File: config.mk
export PLATFORM = sky130hd
export DESIGN_NAME = vga_screen_scan
export DESIGN_NICKNAME = d
export VERILOG_FILES = /design/src/rtl/vga_pkg.sv /design/src/rtl/screen_word_fetcher.sv /design/src/rtl/vga_screen_scan.sv
export SDC_FILE = /design/constraint.sdc
export NUM_CORES = 1
export LEC_CHECK = 0
export ABC_AREA = 1
export CAP_MARGIN = 10
export CORE_MARGIN = 1
export CORE_UTILIZATION = 47
export DETAILED_ROUTE_END_ITERATION = 7
export HOLD_SLACK_MARGIN = 0.08
export PLACE_DENSITY = 0.81
export SLEW_MARGIN = 10
export SYNTH_ARGS = -nofsm -noshare
export SYNTH_HDL_FRONTEND = slang
export SYNTH_SLANG_ARGS = --single-unit
File: constraint.sdc
create_clock -name clk50 -period 2.7 [get_ports clk50]
set_input_delay 0.675 -clock clk50 [delete_from_list [all_inputs] [get_ports clk50]]
set_output_delay 0.675 -clock clk50 [all_outputs]
set_load 0.02 [all_outputs]
File: src/rtl/vga_pkg.sv
// Shared geometry, colours and fetch FSM encoding for the VGA screen scan path.
package vga_pkg;

    localparam logic [9:0] H_ACTIVE      = 10'd640;
    localparam logic [9:0] V_ACTIVE      = 10'd480;
    localparam logic [9:0] SCR_W         = 10'd512;
    localparam logic [9:0] SCR_H         = 10'd256;
    localparam logic [9:0] SCR_HOFF      = 10'd64;
    localparam logic [9:0] SCR_VOFF      = 10'd112;
    localparam logic [5:0] WORDS_PER_ROW = 6'd32;

    typedef logic [11:0] rgb_t;

    localparam rgb_t FG_RGB     = 12'h000;
    localparam rgb_t BG_RGB     = 12'hFFF;
    localparam rgb_t BORDER_RGB = 12'h00F;

    typedef enum logic [1:0] {
        FETCH_IDLE = 2'd0,
        FETCH_REQ  = 2'd1,
        FETCH_DONE = 2'd2
    } fetch_state_t;

endpackage

File: src/rtl/screen_word_fetcher.sv
// Purpose: one-outstanding req/ack reader of screen words, holding one word ahead (nxt).
// Latency: request rises the cycle after trig; ack data is usable (forwarded) in the ack cycle.
// Backpressure: a trigger during an outstanding request is held and issued after DONE.
module screen_word_fetcher
    import vga_pkg::*;
(
    input  logic        clk50,
    input  logic        rst_n,
    input  logic        trig,
    input  logic [12:0] trig_addr,
    input  logic        take,
    input  logic        flush,
    output logic        mem_req,
    output logic [12:0] mem_addr,
    input  logic        mem_ack,
    input  logic [15:0] mem_rdata,
    output logic        word_vld,
    output logic [15:0] word_dat
);

    fetch_state_t state;
    logic [15:0]  nxt;
    logic         nxt_valid;
    logic         discard;
    logic         pend;
    logic [12:0]  pend_addr;
    logic         ack_ok;
    logic         fwd;
    logic         outstanding;
    logic         starve;

    assign ack_ok      = (state == FETCH_REQ) && mem_ack;
    assign fwd         = ack_ok && !discard;
    assign word_vld    = nxt_valid || fwd;
    assign word_dat    = nxt_valid ? nxt : mem_rdata;
    assign starve      = take && !word_vld;
    // An ack landing this cycle retires the request, so it no longer needs discarding.
    assign outstanding = (state == FETCH_REQ) && !mem_ack;

    always_ff @(posedge clk50 or negedge rst_n) begin
        if (!rst_n) begin
            state     <= FETCH_IDLE;
            mem_req   <= 1'b0;
            mem_addr  <= '0;
            nxt       <= '0;
            nxt_valid <= 1'b0;
            discard   <= 1'b0;
            pend      <= 1'b0;
            pend_addr <= '0;
        end else begin
            case (state)
                FETCH_IDLE: begin
                    if (trig || pend) begin
                        state    <= FETCH_REQ;
                        mem_req  <= 1'b1;
                        mem_addr <= trig ? trig_addr : pend_addr;
                    end
                end
                FETCH_REQ: begin
                    if (mem_ack) begin
                        state   <= FETCH_DONE;
                        mem_req <= 1'b0;
                    end
                end
                FETCH_DONE: state <= FETCH_IDLE;
                default:    state <= FETCH_IDLE;
            endcase

            if (state == FETCH_IDLE) begin
                pend <= 1'b0;
            end else if (trig) begin
                pend      <= 1'b1;
                pend_addr <= trig_addr;
            end

            if (fwd) nxt <= mem_rdata;
            if (flush || take) nxt_valid <= 1'b0;
            else if (fwd)      nxt_valid <= 1'b1;

            if ((flush || starve) && outstanding) discard <= 1'b1;
            else if (ack_ok)                      discard <= 1'b0;
        end
    end

endmodule

File: src/rtl/vga_screen_scan.sv
// Purpose: centre the 512x256 Hack screen in 640x480 and colour each pixel; VGA_UNDERRUN_CNT_EN builds the underrun counter.
// Latency: rgb registers on the pix_ce edge that samples the coordinates (1 pixel).
// Backpressure: none upstream; a word missing at its boundary shows as background and is an underrun.
module vga_screen_scan
    import vga_pkg::*;
(
    input  logic        clk50,
    input  logic        rst_n,
    input  logic        pix_ce,
    input  logic [9:0]  counter_x,
    input  logic [9:0]  counter_y,
    input  logic        in_display,
    output logic        mem_req,
    output logic [12:0] mem_addr,
    input  logic        mem_ack,
    input  logic [15:0] mem_rdata,
    output logic [11:0] rgb,
    output logic [15:0] underrun_cnt
);

    logic        in_win_x;
    logic        in_win_y;
    logic        in_win;
    logic        visible;
    logic        row_start;
    logic        boundary;
    logic        last_col;
    logic        row_active;
    logic [4:0]  col;
    logic [7:0]  row;
    logic [7:0]  row_now;
    logic [15:0] cur;
    logic [15:0] fetched;
    logic [15:0] act_word;
    logic        pix_bit;
    logic        trig;
    logic [12:0] trig_addr;
    logic        word_vld;
    logic [15:0] word_dat;

    assign in_win_x = (counter_x >= SCR_HOFF) && (counter_x < SCR_HOFF + SCR_W);
    assign in_win_y = (counter_y >= SCR_VOFF) && (counter_y < SCR_VOFF + SCR_H);
    assign in_win   = in_win_x && in_win_y;
    assign visible  = in_display && (counter_x < H_ACTIVE) && (counter_y < V_ACTIVE);

    // Only the low bits of wy/wx matter: the row fits 8 bits and SCR_HOFF is 16-aligned.
    assign row_now   = counter_y[7:0] - SCR_VOFF[7:0];
    assign row_start = pix_ce && (counter_x == 10'd0) && in_win_y;
    assign boundary  = pix_ce && row_active && in_win && (counter_x[3:0] == 4'd0);
    assign last_col  = ({1'b0, col} == WORDS_PER_ROW - 6'd1);

    assign trig      = row_start || (boundary && !last_col);
    assign trig_addr = row_start ? {row_now, 5'd0} : {row, col + 5'd1};

    assign fetched  = word_vld ? word_dat : 16'h0000;
    assign act_word = boundary ? fetched : cur;
    assign pix_bit  = act_word[counter_x[3:0]];

    screen_word_fetcher u_fetcher (
        .clk50     (clk50),
        .rst_n     (rst_n),
        .trig      (trig),
        .trig_addr (trig_addr),
        .take      (boundary),
        .flush     (row_start),
        .mem_req   (mem_req),
        .mem_addr  (mem_addr),
        .mem_ack   (mem_ack),
        .mem_rdata (mem_rdata),
        .word_vld  (word_vld),
        .word_dat  (word_dat)
    );

    always_ff @(posedge clk50 or negedge rst_n) begin
        if (!rst_n) begin
            rgb        <= '0;
            cur        <= '0;
            col        <= '0;
            row        <= '0;
            row_active <= 1'b0;
        end else if (pix_ce) begin
            if (row_start) begin
                row        <= row_now;
                col        <= '0;
                row_active <= 1'b1;
            end else if (boundary) begin
                cur <= fetched;
                if (!last_col) col <= col + 5'd1;
            end

            if (!visible)    rgb <= '0;
            else if (in_win) rgb <= pix_bit ? FG_RGB : BG_RGB;
            else             rgb <= BORDER_RGB;
        end
    end

`ifdef VGA_UNDERRUN_CNT_EN
    always_ff @(posedge clk50 or negedge rst_n) begin
        if (!rst_n)
            underrun_cnt <= '0;
        else if (boundary && !word_vld && (underrun_cnt != 16'hFFFF))
            underrun_cnt <= underrun_cnt + 16'd1;
    end
`else
    assign underrun_cnt = '0;
`endif

endmodule

* Yosys cells after proc, flatten, opt, wreduce, memory -nomap -nowiden
Index checks and enable logic that the tools add are counted.
** Operators by class
- Eq/ne operators :: 5
- Add/subtract/negate cells :: 2
- Muxes and demuxes :: 25
- $lt $le $gt $ge :: 7
- Bitwise gates (word level) :: 1
- Reduce and logical (&&, ||, !) cells :: 39
** Operators by type and width (count)
- 2-to-1 mux 16 bit :: 3
- 2-to-1 mux 12 bit :: 3
- 2-to-1 mux 13 bit :: 2
- >= comparator 10 x 7 -> 1 bit (second input constant) :: 2
- less-than comparator 10 bit (second input constant) :: 2
- less-than comparator 10 x 9 -> 1 bit (second input constant) :: 2
- logical AND 1 bit :: 16
- 2-to-1 mux 5 bit :: 3
- logical NOT 10 bit :: 1
- nonzero test 2 bit :: 5
- 2-to-1 mux 1 bit :: 9
- AND reduction 2 bit :: 4
- subtractor 8 x 7 -> 8 bit (second input constant) :: 1
- AND reduction 3 bit :: 2
- adder 5 x 1 -> 5 bit (second input constant) :: 1
- equality test 5 bit (second input constant) :: 1
- logical OR 1 bit :: 5
- less-than comparator 4 x 5 -> 1 bit (second input constant) :: 1
- binary-select mux 1 bit (select 4 bit) :: 1
- logical NOT 1 bit :: 4
- logical NOT 4 bit :: 1
- 2-to-1 mux 2 bit :: 2
- inequality test 2 bit (second input constant) :: 2
- case mux 2 bit (2 select lines) :: 1
- other kinds (5) :: 5
** Word-level totals
- Word-level logic and storage cells :: 92
- Output and inout bits :: 42
- Register bits after elaboration :: 90
- Input port bits :: 41

* Logic depth before layout (Yosys ltp)
- Depth after elaboration :: 11
- Mapped depth :: 18
- Depth with buffers taken out :: 18

* Hierarchy
A second synthesis with hierarchy kept.
** Unflattened totals
- Cells, all modules :: 560
- Area, all modules :: 4255.3 µm²
** Modules (own cells, without submodules)
- screen_word_fetcher :: area an instance 2200.9 µm², times used 1, cells each 273, seq. area each 1201.2 µm²
- vga_screen_scan :: area an instance 2054.5 µm², times used 1, cells each 287, seq. area each 800.8 µm²

* Worst setup path after synthesis
No wires, ideal clock.
- Path type :: input -> register
- Start point :: in counter_y[4]
- End point :: reg u_fetcher.mem_addr[10]
- Library setup time :: 117 ps
- Path buffers :: 1
- Setup slack :: 341 ps
- Stages on the path :: 15
- Required time :: 2583 ps
- Arrival time :: 2243 ps
- Cells stage by stage :: ha_1 > nand2_1 > nand2_1 > nand2_1 > nand3_1 > nor2_4 > nand2_4 > nor2_4 > inv_4 > nand2_4 > or2_2 > nand2_2 > buf_2 > nand2_1 > nand2_1
** On the way
- Longest elaborated chain between the ends :: 9
- Elaborated cells on any way between the ends :: 14
- Those cells by class :: add/sub: 1; order compare: 2; mux: 2; reduce/logical: 9
** RTL lines
- from (decl) :: RTL line vga_screen_scan.sv:11 : input logic [9:0] counter_y,
- >= comparator 10 x 7 -> 1 bit or less-than comparator 10 x 9 -> 1 bit (tied branches) :: RTL line vga_screen_scan.sv:42 : assign in_win_y = (counter_y >= SCR_VOFF) && (counter_y < SCR_VOFF + SCR_H);
- logical AND 1 bit :: RTL line vga_screen_scan.sv:42
- logical AND 1 bit :: RTL line vga_screen_scan.sv:43 : assign in_win = in_win_x && in_win_y;
- logical AND 1 bit (2 in series) :: RTL line vga_screen_scan.sv:49 : assign boundary = pix_ce && row_active && in_win && (counter_x[3:0] == 4'd0);
- logical AND 1 bit :: RTL line vga_screen_scan.sv:52 : assign trig = row_start || (boundary && !last_col);
- logical OR 1 bit :: RTL line vga_screen_scan.sv:52
- logical OR 1 bit :: RTL line screen_word_fetcher.sv:53 : if (trig || pend) begin
- AND reduction 2 bit (no source line)
- to (signal assigned) :: RTL line screen_word_fetcher.sv:56 : mem_addr <= trig ? trig_addr : pend_addr;
- to (decl) :: RTL line screen_word_fetcher.sv:14 : output logic [12:0] mem_addr,
Parallel ways exist; a longest one is shown, timed or not.
A chain may end at the register's enable or synchronous reset.

* Worst setup path in the final report
- Start point :: in counter_y[4]
- End point :: reg rgb[10]
** On the way
- Longest elaborated chain between the ends :: 11
- Elaborated cells on any way between the ends :: 14
- Those cells by class :: order compare: 3; mux: 6; reduce/logical: 5
** RTL lines
- >= comparator 10 x 7 -> 1 bit or less-than comparator 10 x 9 -> 1 bit (tied branches) :: RTL line vga_screen_scan.sv:42
- logical AND 1 bit :: RTL line vga_screen_scan.sv:42
- logical AND 1 bit :: RTL line vga_screen_scan.sv:43
- logical AND 1 bit (2 in series) :: RTL line vga_screen_scan.sv:49
- 2-to-1 mux 16 bit
- binary-select mux 1 bit (select 4 bit) :: RTL line vga_screen_scan.sv:57 : assign pix_bit = act_word[counter_x[3:0]];
- 2-to-1 mux 1 bit (implied by the code) :: RTL line vga_screen_scan.sv:57
- 2-to-1 mux 12 bit (2 in series) :: RTL line vga_screen_scan.sv:92 : else if (in_win) rgb <= pix_bit ? FG_RGB : BG_RGB;
- 2-to-1 mux 12 bit (*) :: RTL line vga_screen_scan.sv:91 : if (!visible) rgb <= '0;
- to (signal assigned) :: RTL line vga_screen_scan.sv:92
- to (decl) :: RTL line vga_screen_scan.sv:17 : output logic [11:0] rgb,
Every way passes the cells marked *; elsewhere a longest branch is shown, timed or not. The select of a mux whose other input is x is not followed.

==> results.py <==
metrics = {
    "worst_setup_path": {
        "start_kind": "primary input",
        "reg2reg_depth": 11,
        "cp_max_fo": 6,
        "cp.required_ns": 2.99,
        "path_class": "primary input to flop",
        "endpoint_kind": "flop",
        "critPathArrivalTime_ns": 2.77,
    },
    "cts": {
        "clock-root-buffer": "clkbuf_8",
        "clk_pin_slew_worst_paths_ns": 0.10,
        "numCtsBuffers": 9,
        "insertion_delay_ns": 0.36,
        "clk_path_buf_depth": 2,
        "cts_tree": "done",
        "htreeDepth": 3,
        "postCtsSetupBuffers": 0,
        "clock-sinks": 80,
    },
    "logic_synthesis": {
        "ys.flop_type": "dfrtp_1",
        "yosysTopAreaCell": "dfrtp_1",
        "syn_area_mm2": 0.004187,
        "synth_edf_count": 0,
        "avgSynthCellArea_um2": 7.668,
        "ys_ff_latch": 80,
        "synthTopCellsByCount": "nand2_1 (180), dfrtp_1 (80), inv_1 (61)",
        "yosysSeqAreaShare": 0.4782,
        "synth_top_area_share": 0.4782,
        "synthTopCellsByArea": "dfrtp_1 (48%), nand2_1 (16%), nand3_1 (6.6%)",
        "syn_inst": 546,
        "async_flop_share": 1.000,
        "synth_most_common_cell": "nand2_1",
        "yosysUniqueCellTypes": 32,
        "yosysWarnings": 0,
    },
    "drt": {
        "antenna_left": 0,
        "drtPass1Iterations": 5,
        "drt_wl_total_um": 9533,
        "routedWlPerCell_um": 12.64,
        "drt_iter0_drc": 177,
        "avgViaCountPerCell": 4.954,
        "via_count": 3735,
        "drc": 0,
    },
    "layout": {
        "nets": 685,
        "multi_input_area_mm2": 0.001730,
        "drive_gt1_frac": 0.1300,
        "fillers": 741,
        "syn2layout_area_growth_pct": 28.84,
        "register_area_mm2": 0.002002,
        "final_util": 0.6215,
        "antenna_cells": 0,
    },
    "floorplanning": {
        "dieArea_mm2": 0.009289,
        "initial_core_util": 0.4824,
        "chipWidth_um": 96.38,
        "coreArea_mm2": 0.008678,
        "die_y_um": 96.38,
        "boundaryPins": 83,
        "rows": 34,
    },
    "grt": {
        "grt_pass1_wl_um": 16050,
        "use_met1": 0.2918,
        "grt_pass1_vias": 3653,
        "grt_use_met2": 0.3836,
        "grtUsageMet3": 0.04069,
        "grt_max_degree": 42,
        "antenna_found_initial": 0,
        "grt_usage": 0.2268,
        "top_usage_layer": "met2",
        "grt_overflow": 0,
    },
    "timing": {
        "setup_violations": 0,
        "slew_violations": 0,
        "fmax_mhz": 403.0,
        "period_needed_ns": 2.481,
        "worst_pin_slew_ns": 0.5473,
        "maxSlewHeadroom": 0.6351,
        "fin_setup_tns_ns": 0,
        "rsz0062_at_grt": "no",
        "hold_violations": 0,
        "fin_skew_ns": 0.01808,
        "period_share": 0.9190,
    },
    "outcome": {
        "status": "finished, final reports clean",
    },
    "power_and_ir_drop": {
        "ir_drop_v": 0.0004098,
        "leakagePower_nw": 2.819,
        "power_density_mw_per_mm2": 608.4,
    },
    "placed_design": {
        "dp.final_hpwl_um": 7112,
        "io_buffers": 66,
        "globalplace.congestion": 0.8481,
    },
    "min_path": {
        "hp-class": "primary input to asynchronous set/reset pin",
    },
    "run": {
        "drv_cap": 0,
    },
}
## report_power, final
| part | internal (mW) | leakage, nW | switching [mW] |
|---|---|---|---|
| combinational | 0.323 | 1.68 | 0.427 |
| clock | 0.621 | 0.121 | 0.450 |
| sequential | 1.38 | 1.02 | 0.0839 |
## per-stage QoR
stage               total power [mW]  hold slack, ns  instance area, um2  std cells  setup slack, ns
finish                         3.282          0.2978                5394        754           0.2187
global route                   3.466          0.3380                5394        754         0.001760
CTS                            3.300          0.3128                5378        754           0.1842
detailed placement             2.227          0.4631                5134        738          -0.1722
global placement               2.196          0.4549                5134        738          -0.1278
floorplan                      1.937          0.3794                4243        561           0.3407
## area by class of cell
class                   instances  share of cell area
inverters                      64             0.04500
clock inverters                 6             0.02157
multi-input cells             373              0.3208
clock buffers                  10             0.02366
well taps                     108             0.02505
repair buffers                113              0.1928
flip-flops and latches         80              0.3711
## layer usage
layer  wire length (um)  vias up
li1                   -     1863
met1               4236     1745
met2               4650      109
met3                460       18
met4                186        0
met5                  0        -
## placed cells by master (no fill, tap or decap), drive strengths merged, types with 11 or more instances in the layout
master	n
conb	16
nand2	184
dfrtp	80
a21oi	11
nand3	55
nor2	25
inv	64
buf	48
clkdlybuf4s50	65
o21ai	54
## critical path, stage by stage
cell and delay [ns]:
clkdlybuf4s50_1 0.43, ha_2 0.20, nand2_2 0.08, nand2_1 0.06, nand2_1 0.07, nand3_2 0.10, nor2_4 0.19, nand2_4 0.09
buf_4 0.17, nand2_1 0.08, nand3_1 0.08, nand2_1 0.08, inv_1 0.04, nand2_1 0.07, nand2_1 0.05, nand2_1 0.06
clkinv_1 0.07, nand2_1 0.06, nand3_1 0.06, nand2_1 0.06
## timing repair
item                                   in CTS  in global routing
gates resized for setup                     0                  6
endpoints found under the hold margin       0                  0
hold buffers                                0                  0
setup endpoints to repair                   0                  5
## registers in the layout (all words and copies together) (netlist names)
signal and cells:
cur 16, u_fetcher.nxt 16, u_fetcher.mem_addr 13, u_fetcher.pend_addr 13, row 8, col 5, rgb 2, u_fetcher.state 2
row_active 1, u_fetcher.discard 1, u_fetcher.mem_req 1, u_fetcher.nxt_valid 1, u_fetcher.pend 1
## logic make-up (layout without fill, tap and decap cells)
kind of cell	Yosys count	after routing	share of synthesized area
and+or+nand+nor	283	283	0.2938
buffers and inverters	108	193	0.1249
DFF	80	80	0.4782
AOI/OAI and AO/OA	68	68	0.08667
adders and majority gates	3	3	0.008967
xor gates and xnor gates	2	2	0.004185
other	1	16	0.0008957
muxes	1	1	0.002391
## path summary, 6_finish.rpt
check / start / to / slack (ns)
setup / recovery: counter_y[4] / rgb[10]$_DFFE_PN0P_ / 0.22
hold / removal: rst_n / u_fetcher.nxt[3]$_DFFE_PN0P_ / 0.30
setup reg to reg: col[1]$_DFFE_PN0P_ / u_fetcher.state[0]$_DFFE_PN0P_ / 0.74
hold reg to reg: cur[8]$_DFFE_PN0P_ / cur[8]$_DFFE_PN0P_ / 0.48
max in group asynchronous: rst_n / rgb[3]$_DFFE_PN0P_ / 1.78
min in group clk50: cur[8]$_DFFE_PN0P_ / cur[8]$_DFFE_PN0P_ / 0.48
(Power assumes the default switching activity.)
